<file path="config.mk">
export PLATFORM = sky130hd
export DESIGN_NAME = buffer_filas_circ
export DESIGN_NICKNAME = d
export VERILOG_FILES = /design/src/rtl/buffer_filas_circ.sv
export SDC_FILE = /design/constraint.sdc
export NUM_CORES = 2
export LEC_CHECK = 0
export ABC_AREA = 1
export CAP_MARGIN = 25
export CORE_ASPECT_RATIO = 0.9
export CORE_MARGIN = 2
export CORE_UTILIZATION = 29
export CTS_CLUSTER_SIZE = 28
export DETAILED_ROUTE_END_ITERATION = 7
export PLACE_DENSITY_LB_ADDON = 0.15
export SLEW_MARGIN = 30
export SYNTH_ARGS = -nofsm -noshare
export SYNTH_HDL_FRONTEND = slang
export SYNTH_SLANG_ARGS = --single-unit
export TNS_END_PERCENT = 100
</file>
<file path="constraint.sdc">
create_clock -name clk -period 4.4 [get_ports clk]
set_input_delay 1.1 -clock clk [delete_from_list [all_inputs] [get_ports clk]]
set_output_delay 1.1 -clock clk [all_outputs]
set_load 0.02 [all_outputs]
</file>
<file path="src/rtl/buffer_filas_circ.sv">
// Circular row buffer: loads width_fil rows, then replays them oldest-first for N passes.
// Optional synchronous clear port enabled by defining BUFFER_FILAS_CLR_EN.
module buffer_filas_circ #(
    parameter int bit_depth = 8,
    parameter int width_fil = 16,
    parameter int width_col = 16
) (
    input  logic                           clk,
    input  logic                           rst,
`ifdef BUFFER_FILAS_CLR_EN
    input  logic                           clr,
`endif
    input  logic [bit_depth*width_col-1:0] fila_in,
    input  logic                           in_valid,
    output logic                           in_ready,
    input  logic                           start,
    input  logic [3:0]                     passes,
    output logic [bit_depth*width_col-1:0] fila_out,
    output logic                           out_valid,
    input  logic                           out_ready,
    output logic                           out_last,
    output logic                           full,
    output logic                           done
);
    localparam int DW = bit_depth * width_col;
    localparam int OW = $clog2(width_fil + 1);
    localparam int BW = $clog2(width_fil);

    typedef enum logic [1:0] {IDLE, LOAD, FULL, READ} state_t;

    state_t state, state_nxt;
    logic [width_fil-1:0][DW-1:0] rows, rows_nxt;
    logic [OW-1:0] occ;
    logic [BW-1:0] beat;
    logic [3:0]    pass_cnt, passes_lat;
    logic          clr_i, wr_en, rd_en, start_acc, beat_wrap, final_beat, load_done;

`ifdef BUFFER_FILAS_CLR_EN
    assign clr_i = clr;
`else
    assign clr_i = 1'b0;
`endif

    assign wr_en      = in_ready & in_valid;
    assign rd_en      = out_valid & out_ready;
    assign start_acc  = (state == FULL) & start;
    assign beat_wrap  = (beat == BW'(width_fil - 1));
    assign final_beat = rd_en & beat_wrap & (pass_cnt == passes_lat - 4'd1);
    assign load_done  = wr_en & (occ == OW'(width_fil - 1));
    assign fila_out   = rows[width_fil-1];

    // Write shifts a fresh row in at 0; a read beat recirculates the oldest row back to 0.
    always_comb begin
        rows_nxt = rows;
        if (wr_en) begin
            rows_nxt[0] = fila_in;
            for (int i = 1; i < width_fil; i++) rows_nxt[i] = rows[i-1];
        end else if (rd_en) begin
            rows_nxt[0] = rows[width_fil-1];
            for (int i = 1; i < width_fil; i++) rows_nxt[i] = rows[i-1];
        end
    end

    always_ff @(posedge clk or negedge rst) begin
        if (!rst) state <= IDLE;
        else if (clr_i) state <= IDLE;
        else state <= state_nxt;
    end

    always_comb begin
        state_nxt = state;
        case (state)
            IDLE:    if (wr_en) state_nxt = load_done ? FULL : LOAD;
            LOAD:    if (load_done) state_nxt = FULL;
            FULL:    if (start_acc) state_nxt = READ;
            READ:    if (final_beat) state_nxt = IDLE;
            default: state_nxt = IDLE;
        endcase
    end

    always_comb begin
        in_ready  = 1'b0;
        full      = 1'b0;
        out_valid = 1'b0;
        out_last  = 1'b0;
        case (state)
            IDLE, LOAD: in_ready = 1'b1;
            FULL:       full = 1'b1;
            READ: begin
                full      = 1'b1;
                out_valid = 1'b1;
                out_last  = beat_wrap;
            end
            default: ;
        endcase
    end

    always_ff @(posedge clk or negedge rst) begin
        if (!rst) begin
            rows       <= '0;
            occ        <= '0;
            beat       <= '0;
            pass_cnt   <= '0;
            passes_lat <= '0;
            done       <= 1'b0;
        end else if (clr_i) begin
            rows       <= '0;
            occ        <= '0;
            beat       <= '0;
            pass_cnt   <= '0;
            passes_lat <= '0;
            done       <= 1'b0;
        end else begin
            rows <= rows_nxt;
            done <= final_beat;
            if (wr_en) occ <= occ + OW'(1);
            if (start_acc) begin
                passes_lat <= (passes == 4'd0) ? 4'd1 : passes;
                beat       <= '0;
                pass_cnt   <= '0;
            end else if (rd_en) begin
                if (beat_wrap) begin
                    beat     <= '0;
                    pass_cnt <= pass_cnt + 4'd1;
                end else begin
                    beat <= beat + BW'(1);
                end
            end
            if (final_beat) occ <= '0;
        end
    end

endmodule

</file>
# Word level (Yosys, flattened, before mapping)
# Index checks and enable logic that the tools add are counted.
[op_classes]
bitwise = 6
add_sub_neg = 4
eq_ne = 10
muxes = 21
n_reduce_logical = 10
[op_table]
columns = ["operator", "count"]
rows = [
  ["$mux 2048", 2],
  ["$mux 4", 7],
  ["$mux 2", 5],
  ["$mux 5", 2],
  ["$add 4x1->4 const B", 2],
  ["$ne 2x2->1 const B", 4],
  ["$pmux 2 s4", 1],
  ["$reduce_bool 2->1", 4],
  ["$and 1x1->1", 6],
  ["$add 5x1->5 const B", 1],
  ["$eq 5x4->1 const B", 1],
  ["$eq 2x2->1 const B", 2],
  ["$eq 4x4->1", 1],
  ["$eq 4x4->1 const B", 1],
  ["$logic_not 4->1", 1],
  ["$mux 1", 4],
  ["$reduce_and 4->1", 1],
  ["$reduce_or 2->1", 2],
  ["$sub 4x1->4 const B", 1],
  ["$eq 2x1->1 const B", 1],
  ["$logic_not 2->1", 1],
  ["$reduce_and 2->1", 1],
]
[word_totals]
out_inout_bits = 133
wordCells = 73
ff_bits = 2068

# Logic depth before layout (Yosys ltp)
[depth]
depth_word = 8
ltp_mapped = 13
mapped_depth_nobuf = 13

# Least setup slack after synthesis
# OpenSTA, ideal clock, no wires.
[synth_path]
path_kind = "input -> register"
start = "input port out_ready"
end = "register rows (netlist bit fila_out[100])"
setup_ns = 0.125
setup_slack_ns = 2.132
n_path_buf = 2
stages = 5
t_arrival_ns = 2.143
path_cell_list = "nand2_2 nand2_2 clkbuf_1 buf_2 mux2_2"
[synth_between]
elab_chain_cells = 2
[synth_rtl]
columns = ["item", "line", "rtl"]
rows = [
  ["start: declaration", "20", "input logic out_ready,"],
  ["$and 1x1->1", "45", "assign rd_en = out_valid & out_ready;"],
  ["$reduce_bool 2->1 (no line)", "-", ""],
  ["end signal: assignment", "114", "rows <= rows_nxt;"],
  ["end: declaration", "32", "logic [width_fil-1:0][DW-1:0] rows, rows_nxt;"],
]
# Every way passes these cells.
# A chain may end at the register's enable or synchronous reset.

# Worst setup path in the final report
[layout_path]
start = "register beat[0]"
end = "output port out_last"
[layout_between]
elab_chain_cells = 2
[layout_rtl]
columns = ["item", "line", "rtl"]
rows = [
  ["start: declaration", "34", "logic [BW-1:0] beat;"],
  ["start signal: assignment", "126", "beat <= beat + BW'(1);"],
  ["$eq 4x4->1", "47", "assign beat_wrap = (beat == BW'(width_fil - 1));"],
  ["$mux 1", "86", "case (state)"],
  ["end: declaration", "21", "output logic out_last,"],
]
# Every way passes these cells.

==> implementation parameters <==
Parameter                              Value

Worst setup path
  Sum of buffers and inverters on the critical path ... 1
  Critical-path top delay cell ... sky130_fd_sc_hd__clkdlybuf4s50_1
  Crit path max fanout ... 4
  Data arrival time at the worst-slack endpoint ... 2.74 ns
  Startpoint of the most critical setup path ... beat[0]$_DFFE_PN0P_
  Crit path cell chain ... ha_1 > nand3_1 > nor2_1 > clkdlybuf4s50_1
  Register-to-Register Setup Slack ... 1.48 ns
  Worst reg2reg endpoint ... rows[1543]$_DFFE_PN0P_
  Launching point of the worst reg2reg path ... state[0]$_DFFE_PN0P_
  Cells on worst reg2reg path ... 8
  Critical path start-end classification ... flip-flop to output port
  CP max stage delay ... 0.63 ns
  CP Data Required Time ... between 3 and 4 ns
  Kind of cell adding the most delay to the critical path ... simple AND/OR/NAND/NOR gates
  Sort of element at the end of the critical path ... output port
  CP startpoint kind ... flip-flop

Cells and area
  Total Nets Final ... 5605
  Most frequent cells in the layout ... sky130_fd_sc_hd__dfrtp_1, sky130_fd_sc_hd__mux2_4, sky130_fd_sc_hd__clkdlybuf4s50_1
  Filler cell count in the final layout ... roughly 28k
  Fraction of layout instances using a drive strength above 1 ... 41.79%
  Area delta synth->final ... 16.33%
  Sequential Area ... 51750 um2
  Most common cell after layout, fill and taps aside ... sky130_fd_sc_hd__dfrtp_1
  Fraction of the core area covered by cells at the end of the flow ... 33.90%
  Footprint of the multi-input gates ... approximately 30000 um2

Timing
  Time the final worst path needs with I/O delays and setup ... 3.841 ns
  Setup_tns ... 0 ns
  Count of endpoints failing setup in the final report ... 0
  Skew final ... 0.06127 ns
  Setup repair after global routing missed its margin ... no
  Worst slew pin tran ... 0.9994 ns
  Final Hold Fails ... 0
  Post-route clock period utilization ... 87.30%
  Headroom to the max-slew limit ... 33.38%
  Max-slew violation count ... 0
  Achievable clock frequency ... 260.3 MHz

Routing
  Antenna violation net count after detailed routing ... 0
  WL per Instance ... 16.60 um
  Violation count after the first detailed-routing iteration ... 2041
  DRC Markers ... 0
  Via count of the routed design ... 39.80k
  Final wirelength ... approximately 160 mm
  Via-to-Cell Ratio ... ~4.2
  Number of optimization iterations in the first detailed-route pass ... 5

Synth
  Sequential share of the synthesized area ... 60.27%
  Post-synth top area share ... between 60% and 70%
  Avg Cell Area, Syn ... 16.53 um2
  Largest cells by area after synthesis ... sky130_fd_sc_hd__dfrtp_1, sky130_fd_sc_hd__mux2_4, sky130_fd_sc_hd__mux2_2
  Flip-flop and latch count after synthesis ... 2068
  Mapped Area ... 85870 um2
  Number of library cell types mapped by synthesis ... 33
  Yosys Warn Count ... 0
  Gate count of the mapped netlist ... between 5k and 6k
  Net count of the mapped netlist ... around 5.3k
  Most area-hungry cell type in the Yosys netlist ... sky130_fd_sc_hd__dfrtp_1

Power and ir drop
  Peak ir drop on the vdd network ... 0.3832 mV
  P_leak ... between 40 and 50 nW
  Switching component of the power ... between 20 and 25 mW
  Sequential share of power ... 41.0%
  Net switching share of the total power ... 28.56%
  Power Internal ... 58.73 mW
  Clock power share ... 23.5%
  Pwr Density ... 822.9 nW/um2
  Combinational power share ... 35.4%

Clock network
  Clock Path Buffers ... 4
  CTS tree ... done
  Postcts setup bufs ... 0
  Root buffer selected by CTS ... sky130_fd_sc_hd__clkbuf_16
  Number of gates resized after CTS ... 0
  Source-to-sink clock delay at the later pin of the worst-skew pair ... 0.87 ns
  Num Clock Sinks ... 2068
  Total number of H-tree levels ... 4
  Number of buffers inserted during clock tree synthesis ... 232
  Hold Buf Count CTS ... 0
  Clock slew at reported path FFs ... ~0.06 ns

Global route
  Total overflow reported by the global router ... 0
  First-pass GRT wire length ... 259.2 mm
  Largest net degree at the start of global routing ... roughly 110
  Number of antenna violations at the first check in global routing ... 5
  Vias in the first global route ... around 43k
  Global router's overall resource usage ... 10.57%

Floorplan
  Area of the core ... 294700 um2
  Placement row count ... between 150 and 200
  Height of the die ... 520.2 um
  Initial standard-cell utilization of the core ... 29.14%
  Top-level I/O count ... 270
  Width of the die ... 577.6 um
  Full die area ... 300500 um2

Status
  Run status ... finished, final reports clean

Min path
  Classification of the worst-slack hold path ... input port to asynchronous set/reset pin

Placed design
  Count of input and output buffers ... about 270
  Detailed placement HPWL ... 92.63 mm
  Gp weighted congestion ... between 0.6 and 0.7

Flow run
  Number of violations of the max-capacitance limit ... 0
==> kinds of logic (layout without fill, tap and decap cells) <==
family,after synthesis,in the layout,synth area share (%)
fa+ha+maj,10,10,0.1457
compound gates,276,276,2.181
flops,2068,2068,60.27
mux,1792,1792,30.39
buf+inv,583,1018,4.737
simple gates,465,465,2.272
other cells,0,5,0
xor+xnor,1,1,0.01020
==> final cells by class <==
type                    instances  share of cell area, %
flip-flops and latches       2068                  51.81
multi-input cells            2544                  30.12
clock buffers                 351                  6.965
repair buffers                448                  4.918
well taps                    3915                  4.904
clock inverters                55                 0.6488
inverters                     164                 0.6250
diodes                          5                0.01253
==> state kept, by name, summed over array words and instances (netlist names) <==
register	cells
beat	4
done	1
fila_out	128
occ	5
pass_cnt	4
passes_lat	4
rows	1920
state	2
==> cells in the mapped netlist, drive strengths merged <==
| master | number |
|---|---|
| dfrtp | 2068 |
| mux2 | 1792 |
| buf | 342 |
| nand2 | 247 |
| inv | 164 |
| nand3 | 143 |
| o21ai | 78 |
| clkbuf | 77 |
| nor2 | 70 |
| o311ai | 66 |
| a21oi | 65 |
| o211ai | 62 |
| ha | 10 |
| or2 | 3 |
| a22o | 1 |
| a31oi | 1 |
| a32o | 1 |
| nand4 | 1 |
| nor3 | 1 |
| o21a | 1 |
| o22ai | 1 |
| xor2 | 1 |
==> metrics by stage <==
stage	instances	hold slack (ns)	area [um2]	worst slack (ns)	power (mW)
floorplan	5195	0.4492	85870	2.132	57.76
global placement	9139	0.4700	92270	0.5730	62.91
detailed placement	9139	0.4725	92270	0.5914	63.37
CTS	9545	0.2056	99880	0.4110	83.74
global route	9546	0.2204	99880	0.3911	87.41
finish	9550	0.2351	99890	0.5588	82.21
==> worst max path at each step <==
stage,to,slack [ns],cells after the start
global route,out_last,0.39,4
CTS,out_last,0.41,4
detailed placement,rows[1812]$_DFFE_PN0P_,0.59,6
finish,out_last,0.56,4
global placement,rows[1812]$_DFFE_PN0P_,0.57,6
floorplan,fila_out[100]$_DFFE_PN0P_,2.13,5
==> routing by layer <==
layer	GRT usage [%]	vias up	wire (um)
met5	0	-	0
met4	3.015	0	4126
met3	2.151	277	6856
met2	13.95	563	61700
met1	16.94	20518	85870
li1	-	18440	-
==> power by group through the flow <==
stage	combinational (mW)	sequential, mW	clock, mW
2_1_floorplan	25.9	31.9	0
3_3_place_gp	28.9	34.0	0
3_5_place_dp	29.3	34.0	0
4_1_cts	29.6	33.9	20.3
5_1_grt	31.4	35.0	21.0
6_report	29.1	33.7	19.3
Note: power is estimated with default switching activity, not from simulation.
